## src/rtl/tim_pkg.sv

```systemverilog
// Shared definitions for the general-purpose timer.
//   cms_e          : counter alignment mode as carried on cms_i
//   DEF_CNT_WIDTH  : default counter / auto-reload width
//   DEF_PSC_WIDTH  : default prescaler width
package tim_pkg;

  typedef enum logic [1:0] {
    CMS_EDGE    = 2'b00,
    CMS_CENTER1 = 2'b01,
    CMS_CENTER2 = 2'b10,
    CMS_CENTER3 = 2'b11
  } cms_e;

  localparam int DEF_CNT_WIDTH = 16;
  localparam int DEF_PSC_WIDTH = 16;

endpackage

```

## src/rtl/tim_prescaler.sv

```systemverilog
// Prescaler of the timer time base. Divides the kernel clock by psc_shadow+1.
// Ports:
//   clk_i   kernel clock
//   rst_i   synchronous active-high reset
//   en_i    count enable (counter enable of the timer)
//   clr_i   restart the division from zero (software update)
//   load_i  copy psc_i into the shadow register (update event)
//   psc_i   prescaler value, division = psc_i+1
//   tick_o  one-cycle tick; the counter advances on the edge where it is high
module tim_prescaler
  import tim_pkg::*;
#(
  parameter int PSC_WIDTH = DEF_PSC_WIDTH
) (
  input  logic                 clk_i,
  input  logic                 rst_i,
  input  logic                 en_i,
  input  logic                 clr_i,
  input  logic                 load_i,
  input  logic [PSC_WIDTH-1:0] psc_i,
  output logic                 tick_o
);

  localparam logic [PSC_WIDTH-1:0] PSC_ONE = {{(PSC_WIDTH-1){1'b0}}, 1'b1};

  logic [PSC_WIDTH-1:0] psc_cnt;
  logic [PSC_WIDTH-1:0] psc_shadow;

  assign tick_o = en_i && (psc_cnt == psc_shadow);

  always_ff @(posedge clk_i) begin
    if (rst_i) begin
      psc_cnt    <= '0;
      psc_shadow <= '0;
    end else begin
      if (load_i) begin
        psc_shadow <= psc_i;
      end
      if (clr_i) begin
        psc_cnt <= '0;
      end else if (en_i) begin
        psc_cnt <= tick_o ? '0 : psc_cnt + PSC_ONE;
      end
    end
  end

endmodule

```

## src/rtl/tim_time_base.sv

```systemverilog
// Time base of the general-purpose timer: prescaler, counter, auto-reload
// shadow and update-event generation. Feeds every channel and the register block.
// Optional feature: define TIM_REPETITION_CNT_EN to add a repetition counter
// (ports rcr_i / rep_cnt_o) so that only every rcr_i+1 wraps become updates.
// Ports:
//   clk_i, rst_i          kernel clock, synchronous active-high reset
//   cen_i                 counter enable
//   dir_i                 0=up, 1=down (edge-aligned mode only)
//   cms_i                 00 edge-aligned, otherwise center-aligned
//   arpe_i                auto-reload preload enable
//   udis_i                update disable
//   urs_i                 only over/underflow requests the update flag
//   opm_i                 one-pulse mode
//   psc_i, arr_i          prescaler and auto-reload values
//   ug_i                  software update generation pulse
//   cnt_we_i, cnt_wdata_i counter write
//   rcr_i, rep_cnt_o      repetition value / count (optional)
//   cnt_o, dir_o          counter value, effective direction (1=down)
//   uev_o                 update event pulse, aligned with the wrapped counter value
//   uif_set_o             request to set the update interrupt flag
//   cen_clr_o             request to clear the counter enable (one-pulse mode)
// dir_o is the only piece of control state; it doubles as the observable
// up/down phase of center-aligned counting.
module tim_time_base
  import tim_pkg::*;
#(
  parameter int CNT_WIDTH = DEF_CNT_WIDTH,
  parameter int PSC_WIDTH = DEF_PSC_WIDTH
) (
  input  logic                 clk_i,
  input  logic                 rst_i,
  input  logic                 cen_i,
  input  logic                 dir_i,
  input  logic [1:0]           cms_i,
  input  logic                 arpe_i,
  input  logic                 udis_i,
  input  logic                 urs_i,
  input  logic                 opm_i,
  input  logic [PSC_WIDTH-1:0] psc_i,
  input  logic [CNT_WIDTH-1:0] arr_i,
  input  logic                 ug_i,
  input  logic                 cnt_we_i,
  input  logic [CNT_WIDTH-1:0] cnt_wdata_i,
`ifdef TIM_REPETITION_CNT_EN
  input  logic [7:0]           rcr_i,
  output logic [7:0]           rep_cnt_o,
`endif
  output logic [CNT_WIDTH-1:0] cnt_o,
  output logic                 dir_o,
  output logic                 uev_o,
  output logic                 uif_set_o,
  output logic                 cen_clr_o
);

  localparam logic [CNT_WIDTH-1:0] CNT_ONE = {{(CNT_WIDTH-1){1'b0}}, 1'b1};

  logic [CNT_WIDTH-1:0] cnt_q, cnt_nxt, arr_shadow;
  logic dir_q, dir_nxt;
  logic is_edge, tick_raw, tick, wrap, rep_zero, upd_wrap, uev_d;

  assign is_edge = (cms_i == CMS_EDGE);
  // Software update and counter writes both take the counter this cycle,
  // so a coincident prescaler tick must not count or wrap.
  assign tick    = tick_raw && !ug_i && !cnt_we_i;

  tim_prescaler #(
    .PSC_WIDTH(PSC_WIDTH)
  ) u_psc (
    .clk_i (clk_i),
    .rst_i (rst_i),
    .en_i  (cen_i),
    .clr_i (ug_i),
    .load_i(uev_d),
    .psc_i (psc_i),
    .tick_o(tick_raw)
  );

  always_comb begin
    cnt_nxt = cnt_q;
    dir_nxt = is_edge ? dir_i : dir_q;
    wrap    = 1'b0;
    if (ug_i) begin
      // Down-counting restarts from the incoming ARR, not the shadow.
      cnt_nxt = (is_edge && dir_i) ? arr_i : '0;
      if (!is_edge) dir_nxt = 1'b0;
    end else if (cnt_we_i) begin
      cnt_nxt = cnt_wdata_i;
    end else if (tick) begin
      if (is_edge) begin
        if (!dir_i) begin
          if (cnt_q == arr_shadow) begin
            cnt_nxt = '0;
            wrap    = 1'b1;
          end else begin
            cnt_nxt = cnt_q + CNT_ONE;
          end
        end else begin
          if (cnt_q == '0) begin
            cnt_nxt = arr_shadow;
            wrap    = 1'b1;
          end else begin
            cnt_nxt = cnt_q - CNT_ONE;
          end
        end
      end else if (arr_shadow == '0) begin
        cnt_nxt = '0;
        wrap    = 1'b1;
      end else if (!dir_q) begin
        // Center-aligned up phase: turning at the top is the overflow.
        // A counter already at/above the top (ARR lowered) turns at once.
        if (cnt_q >= arr_shadow) begin
          cnt_nxt = cnt_q - CNT_ONE;
          dir_nxt = 1'b1;
          wrap    = 1'b1;
        end else begin
          cnt_nxt = cnt_q + CNT_ONE;
          if (cnt_q + CNT_ONE == arr_shadow) begin
            dir_nxt = 1'b1;
            wrap    = 1'b1;
          end
        end
      end else begin
        // Center-aligned down phase: reaching zero is the underflow.
        if (cnt_q == '0) begin
          cnt_nxt = CNT_ONE;
          dir_nxt = 1'b0;
          wrap    = 1'b1;
        end else begin
          cnt_nxt = cnt_q - CNT_ONE;
          if (cnt_q == CNT_ONE) begin
            dir_nxt = 1'b0;
            wrap    = 1'b1;
          end
        end
      end
    end
  end

`ifdef TIM_REPETITION_CNT_EN
  logic [7:0] rep_q;

  assign rep_zero  = (rep_q == 8'd0);
  assign rep_cnt_o = rep_q;

  always_ff @(posedge clk_i) begin
    if (rst_i) begin
      rep_q <= 8'd0;
    end else if (ug_i) begin
      rep_q <= rcr_i;
    end else if (wrap) begin
      rep_q <= rep_zero ? rcr_i : rep_q - 8'd1;
    end
  end
`else
  assign rep_zero = 1'b1;
`endif

  assign upd_wrap = wrap && rep_zero;
  assign uev_d    = !udis_i && (ug_i || upd_wrap);

  always_ff @(posedge clk_i) begin
    if (rst_i) begin
      cnt_q      <= '0;
      dir_q      <= 1'b0;
      arr_shadow <= '0;
      uev_o      <= 1'b0;
      uif_set_o  <= 1'b0;
      cen_clr_o  <= 1'b0;
    end else begin
      cnt_q <= cnt_nxt;
      dir_q <= dir_nxt;
      if (!arpe_i || uev_d) begin
        arr_shadow <= arr_i;
      end
      uev_o     <= uev_d;
      uif_set_o <= !udis_i && (upd_wrap || (ug_i && !urs_i));
      // The counter wraps even with updates disabled, so one-pulse stop
      // follows the wrap itself.
      cen_clr_o <= opm_i && upd_wrap;
    end
  end

  assign cnt_o = cnt_q;
  assign dir_o = dir_q;

endmodule
```

## config.mk

```make
export PLATFORM = sky130hd
export DESIGN_NAME = tim_time_base
export DESIGN_NICKNAME = d
export VERILOG_FILES = /design/src/rtl/tim_pkg.sv /design/src/rtl/tim_prescaler.sv /design/src/rtl/tim_time_base.sv
export SDC_FILE = /design/constraint.sdc
export NUM_CORES = 1
export LEC_CHECK = 0
export ABC_AREA = 1
export BUFFER_PORTS_ARGS = -buffer_cell sky130_fd_sc_hd__buf_2
export CAP_MARGIN = 20
export CORE_ASPECT_RATIO = 1.4
export CORE_MARGIN = 2
export CORE_UTILIZATION = 30
export CTS_CLUSTER_SIZE = 28
export DETAILED_ROUTE_END_ITERATION = 10
export PLACE_DENSITY_LB_ADDON = 0.3
export SKIP_LAST_GASP = 1
export SYNTH_ARGS = -nofsm -noshare
export SYNTH_HDL_FRONTEND = slang
export SYNTH_HIERARCHICAL = 1
export SYNTH_SLANG_ARGS = --single-unit
```

## constraint.sdc

```tcl
create_clock -name clk_i -period 3.3 [get_ports clk_i]
set_input_delay 0.33 -clock clk_i [delete_from_list [all_inputs] [get_ports clk_i]]
set_output_delay 0.33 -clock clk_i [all_outputs]
set_load 0.05 [all_outputs]
```

# Yosys cells after proc, flatten, opt, wreduce, memory -nomap -nowiden
# Cells that the tools add are included.
[totals] inputBits=60 elab_cells=75 ramBits=0 reg_bits=68 mem_bits_ro=0 latch_bits=0 n_memories=0
[op_classes] shift=0 n_lt_le_gt_ge=1 mul=0 n_eq_ne=4 n_mux=38 bitwise=0 div=0 reduce_logical=21 n_addsub=3
[ops] cell="$mux 16" count=13
[ops] cell="$eq 16x16->1" count=3
[ops] cell="$add 16x1->16 const B" count=2
[ops] cell="$logic_not 16->1" count=2
[ops] cell="$mux 1" count=25
[ops] cell="$eq 16x1->1 const B" count=1
[ops] cell="$ge 16x16->1" count=1
[ops] cell="$sub 16x1->16 const B" count=1
[ops] cell="$logic_and 1x1->1" count=8
[ops] cell="$logic_not 1->1" count=5
[ops] cell="$logic_or 1x1->1" count=3
[ops] cell="$reduce_bool 3->1" count=1
[ops] cell="$logic_not 2->1" count=1
[ops] cell="$reduce_or 2->1" count=1

# Depth between registers and ports, before layout
[depth] ltp_word=13 depth_mapped=25 mapped_depth_nobuf=23

# By module
# Netlist, hierarchy kept.
[by_module_without_submodules] mod="tim_time_base" area_each_um2=3678.5 cells_each=616 instances=1
[by_module_without_submodules] mod="tim_prescaler" area_each_um2=1745.4 cells_each=266 instances=1

# Least setup slack after synthesis
# Ideal clock, no wire load.
[synth_timing] path_kind="flip-flop to flip-flop" from="reg cnt_q[0], in the netlist cnt_o[0]" to="reg u_psc.psc_shadow[15]" stages_incl_launch_ff=22 arrival_time_ns=3.007 required_ns=3.214 period_less_slack_ns=3.093 path_slack_ns=0.207 path_buffers=2 path_cell_list="dfxtp_1 inv_1 ha_1 a21oi_1 o21ai_0 nor2_1 nand2_1 nor2_1 nand3_1 nor2_1 nand2_1 nand2_1 nand2_2 nand2_2 nand2_2 nand2_2 nand2_4 buf_6 inv_1 inv_1 clkbuf_1 a211oi_1"
[synth_via] elab_chain_len=12
[synth_rtl] element="from (decl)" line_no="tim_time_base.sv:57" source="logic [CNT_WIDTH-1:0] cnt_q, cnt_nxt, arr_shadow;"
[synth_rtl] element="from (signal assigned)" line_no="tim_time_base.sv:170" source="cnt_q <= cnt_nxt;"
[synth_rtl] element="$add 16x1->16" line_no="tim_time_base.sv:117" source="if (cnt_q + CNT_ONE == arr_shadow) begin"
[synth_rtl] element="$eq 16x16->1" line_no="tim_time_base.sv:117"
[synth_rtl] element="$mux 1" line_no="tim_time_base.sv:117"
[synth_rtl] element="$mux 1" line_no="tim_time_base.sv:111" source="if (cnt_q >= arr_shadow) begin"
[synth_rtl] element="$mux 1" line_no="tim_time_base.sv:108" source="end else if (!dir_q) begin"
[synth_rtl] element="$mux 1" line_no="tim_time_base.sv:105" source="end else if (arr_shadow == '0) begin"
[synth_rtl] element="$mux 1 *" line_no="tim_time_base.sv:89" source="if (is_edge) begin"
[synth_rtl] element="$mux 1 *" line_no="tim_time_base.sv:88" source="end else if (tick) begin"
[synth_rtl] element="$mux 1 *" line_no="tim_time_base.sv:86" source="end else if (cnt_we_i) begin"
[synth_rtl] element="$mux 1 *" line_no="tim_time_base.sv:82" source="if (ug_i) begin"
[synth_rtl] element="$logic_or 1x1->1 *" line_no="tim_time_base.sv:159" source="assign uev_d = !udis_i && (ug_i || upd_wrap);"
[synth_rtl] element="$logic_and 1x1->1 *" line_no="tim_time_base.sv:159"
[synth_rtl] element="named net uev_d" line_no="tim_time_base.sv:59" source="logic is_edge, tick_raw, tick, wrap, rep_zero, upd_wrap, uev_d;"
[synth_rtl] element="to (signal assigned)" line_no="tim_prescaler.sv:37" source="psc_shadow <= psc_i;"
[synth_rtl] element="to (decl)" line_no="tim_prescaler.sv:27" source="logic [PSC_WIDTH-1:0] psc_shadow;"
# The timed path passes the listed nets; every way through them passes the cells marked *.
# A chain may end at the register's enable or synchronous reset.

# Final worst setup path
[layout_timing] from="reg cnt_q[7], in the netlist cnt_o[7]" to="reg cnt_q[11], in the netlist cnt_o[11]"
[layout_via] elab_chain_len=8
[layout_rtl] element="$add 16x1->16 (tied with other cells)" line_no="tim_time_base.sv:95, tim_time_base.sv:116"
[layout_rtl] element="$mux 16 (on tied branches)" line_no="tim_time_base.sv:111, tim_time_base.sv:124"
[layout_rtl] element="$mux 16" line_no="tim_time_base.sv:108"
[layout_rtl] element="$mux 16" line_no="tim_time_base.sv:105"
[layout_rtl] element="$mux 16 *" line_no="tim_time_base.sv:89"
[layout_rtl] element="$mux 16 *" line_no="tim_time_base.sv:88"
[layout_rtl] element="$mux 16 *" line_no="tim_time_base.sv:86"
[layout_rtl] element="$mux 16 *" line_no="tim_time_base.sv:82"
# Every way passes the cells marked *; elsewhere a longest branch is shown, timed or not. The select of a mux whose other input is x is not followed.

==> results.sh <==
export IMPL_io_buffer_count=79
export IMPL_p_per_area_nw_per_um2=420
export IMPL_path_max_fanout=12
export IMPL_hold_buffers=0
export IMPL_rsz0062_at_grt="false"
export IMPL_drt_iter0_markers=463
export IMPL_core_area_um2=17900
export IMPL_final_common_cell="nand2_1"
export IMPL_p_total_uw=2680
export IMPL_cpMostUsedCell="nand3_1"
export IMPL_grt_overflow=0
export IMPL_finalSetupViolCount=0
export IMPL_setup_tns_ps=0
export IMPL_min_period_ps=2920
export IMPL_num_rows=58
export IMPL_critPathRequiredTime_ps=3550
export IMPL_crit_path_cell_trace="ha_1, nand2_1, inv_1, nand3_1, nor3_1, nand2_1, nand3_1, a21oi_1, inv_1, nand3_1, nand2_1, o21ai_0, nand3_1, o211ai_1, a21oi_1"
export IMPL_syn_nets=963
export IMPL_synth_area_um2=5420
export IMPL_drtAntennaViolNets=0
export IMPL_cap_violations=0
export IMPL_ios=80
export IMPL_drt_pass1_iter_count=5
export IMPL_drt_wirelength_per_cell_um=15.9
export IMPL_slew_headroom_pct=53.4
export IMPL_critPathArrivalTime_ps=3170
export IMPL_syn_inst=882
export IMPL_die_w_um=118
export IMPL_worstSetupPathType="flop to flop"
export IMPL_start_util_pct=30.4
export IMPL_hold_viol=0
export IMPL_drc_errors=0
export IMPL_critPathSlowestCell="dfxtp_1"
export IMPL_hp_class="input port to flop"
export IMPL_dp_hpwl_um=14600
export IMPL_fmax_ghz=0.342
export IMPL_worstSkewPairLatency_ps=360
export IMPL_clk_path_buf_depth=2
export IMPL_viasPerCell=4.94
export IMPL_area_growth_syn_to_layout_pct=17.5
export IMPL_final_area_um2=6370
export IMPL_syn_avg_cell_area_um2=6.15
export IMPL_max_stage_delay_ps=610
export IMPL_ys_ff_latch=68
export IMPL_ctsRootBufferMaster="clkbuf_16"
export IMPL_final_cell_mix="nand2_1, nor2_1, inv_1"
export IMPL_tightest_slew_ps=699
export IMPL_grt_max_degree=35
export IMPL_fillers=2061
export IMPL_synth_top_flop_cell="dfxtp_1"
export IMPL_cts_buffers=9
export IMPL_start_kind="flop"
export IMPL_drive_gt1_share_pct=16.5
export IMPL_die_height_um=163
export IMPL_synthArstFlopShare_pct=0
export IMPL_post_cts_resized=0
export IMPL_wl_um=19100
export IMPL_cts_tree="yes"
export IMPL_track_usage_pct=20.1
export IMPL_grt_pass1_vias=5674
export IMPL_fin_crit_sh_pct=88.6
export IMPL_peakVddDrop_v=0.000222
export IMPL_place_congestion=0.996
export IMPL_postCtsSetupBuffers=0
export IMPL_seq_area_frac_synth_pct=25.1
export IMPL_nNetsFinal=1040
export IMPL_ys_types=41
export IMPL_fin_skew_ps=10.0
export IMPL_dpl_cell_count=1188
export IMPL_antenna_found_initial=1
export IMPL_post_route_util_pct=35.7
export IMPL_critPathCaptureType="flop"
export IMPL_drv_slew=0
export IMPL_placed_area_um2=6070
export IMPL_synth_edf_count=0
export IMPL_fin_cells=1205
export IMPL_clkSlewWorstSetupHoldPaths_ps=60
export IMPL_p_leak_uw=0.00300
export IMPL_status="complete, no violations"
export IMPL_cts_sinks=68
export IMPL_grt_first_pass_wirelength_um=30100
export IMPL_ys_warn_count=6
export IMPL_design_die_area_um2=19200
export IMPL_vias=5949
export IMPL_htree_levels=3
## routing by layer
metal	routed length (µm)	vias up	global-route usage, %	part of all wire [%]
li1	-	3040	-	-
met1	7580	2671	22.1	40
met2	9870	187	37.9	52
met3	949	49	3.67	5.0
met4	696	2	8.32	3.6
met5	7	-	0	0.037
## registers in the layout, indices dropped and copies added (netlist names)
| register | count |
|---|---|
| u_psc/psc_shadow | 16 |
| dir_o | 1 |
| cnt_o | 16 |
| u_psc/psc_cnt | 16 |
| cen_clr_o | 1 |
| uif_set_o | 1 |
| arr_shadow | 16 |
| uev_o | 1 |
## worst paths after layout
path,start,endpoint,slack (ps),depth (start not counted)
setup / recovery,cnt_o[7]$_SDFFE_PP0P_,cnt_o[11]$_SDFFE_PP0P_,380,15
hold / removal,urs_i,uif_set_o$_SDFF_PP0_,210,2
setup reg to reg,cnt_o[7]$_SDFFE_PP0P_,cnt_o[11]$_SDFFE_PP0P_,380,15
hold reg to reg,u_psc/psc_shadow[7]$_SDFFE_PP0P_,u_psc/psc_shadow[7]$_SDFFE_PP0P_,480,2
## synth_stat cells (2+ instances only)
| cell | number | area (µm²) |
|---|---|---|
| o21ai_0 | 38 | 190 |
| nand3_2 | 9 | 90.1 |
| buf_4 | 5 | 37.5 |
| nor2_2 | 11 | 68.8 |
| nand3b_1 | 2 | 15.0 |
| nor2_4 | 5 | 56.3 |
| buf_6 | 3 | 33.8 |
| nand2_4 | 2 | 22.5 |
| xor2_1 | 18 | 158 |
| a221oi_1 | 2 | 17.5 |
| ha_1 | 21 | 263 |
| xnor2_1 | 2 | 17.5 |
| nand4_1 | 15 | 93.8 |
| nor2_1 | 118 | 443 |
| nand2_1 | 224 | 841 |
| buf_2 | 8 | 40.0 |
| nor3_1 | 7 | 35.0 |
| a211oi_1 | 15 | 113 |
| clkinv_1 | 3 | 11.3 |
| a21oi_1 | 49 | 245 |
| clkbuf_1 | 15 | 56.3 |
| inv_2 | 6 | 22.5 |
| dfxtp_1 | 68 | 1360 |
| nand2_2 | 10 | 62.6 |
| inv_1 | 100 | 375 |
| a31oi_1 | 10 | 62.6 |
| nand3_1 | 85 | 425 |
| o211ai_1 | 18 | 135 |
## through the flow
stage	hold WS, ps	setup WS (ps)
floorplan	399	207
global placement	472	436
detailed placement	474	394
CTS	197	381
global route	203	87.2
finish	210	375
## logic make-up (layout without fill, tap and decap cells)
kind of cell	Yosys count	in the layout	share of synthesized area (%)
flops	68	68	25.1
simple gates	492	492	40.3
xor+xnor	21	21	3.64
other cells	0	1	0
buf+inv	141	223	11.0
fa+ha+maj	21	21	4.84
compound gates	139	139	15.2
## critical path: cells and delay by family, from the launching register on
kind	cells	cell delay, ps
and+or+nand+nor	8	930
AOI/OAI and AO/OA	4	720
DFF	1	610
adders and majority gates	1	330
buffers and inverters	2	200
## final cells by class
| class | instances | area (µm²) | share of cell area, % |
|---|---|---|---|
| inverter | 109 | 409 | 6.42 |
| multi-input combinational | 673 | 3470 | 54.4 |
| timing repair buffer | 98 | 538 | 8.44 |
| clock inverter | 6 | 65.1 | 1.02 |
| antenna | 1 | 2.50 | 0.0393 |
| sequential | 68 | 1360 | 21.4 |
| clock buffer | 10 | 229 | 3.59 |
| tap | 240 | 300 | 4.71 |
## where the power goes
group	switching [µW]	internal [µW]	leakage [µW]
Sequential	56.9	868	0.000559
Combinational	503	248	0.00231
Clock	417	584	0.000131
Total	977	1700	0.00300
Power figures use the tool's default switching activity.
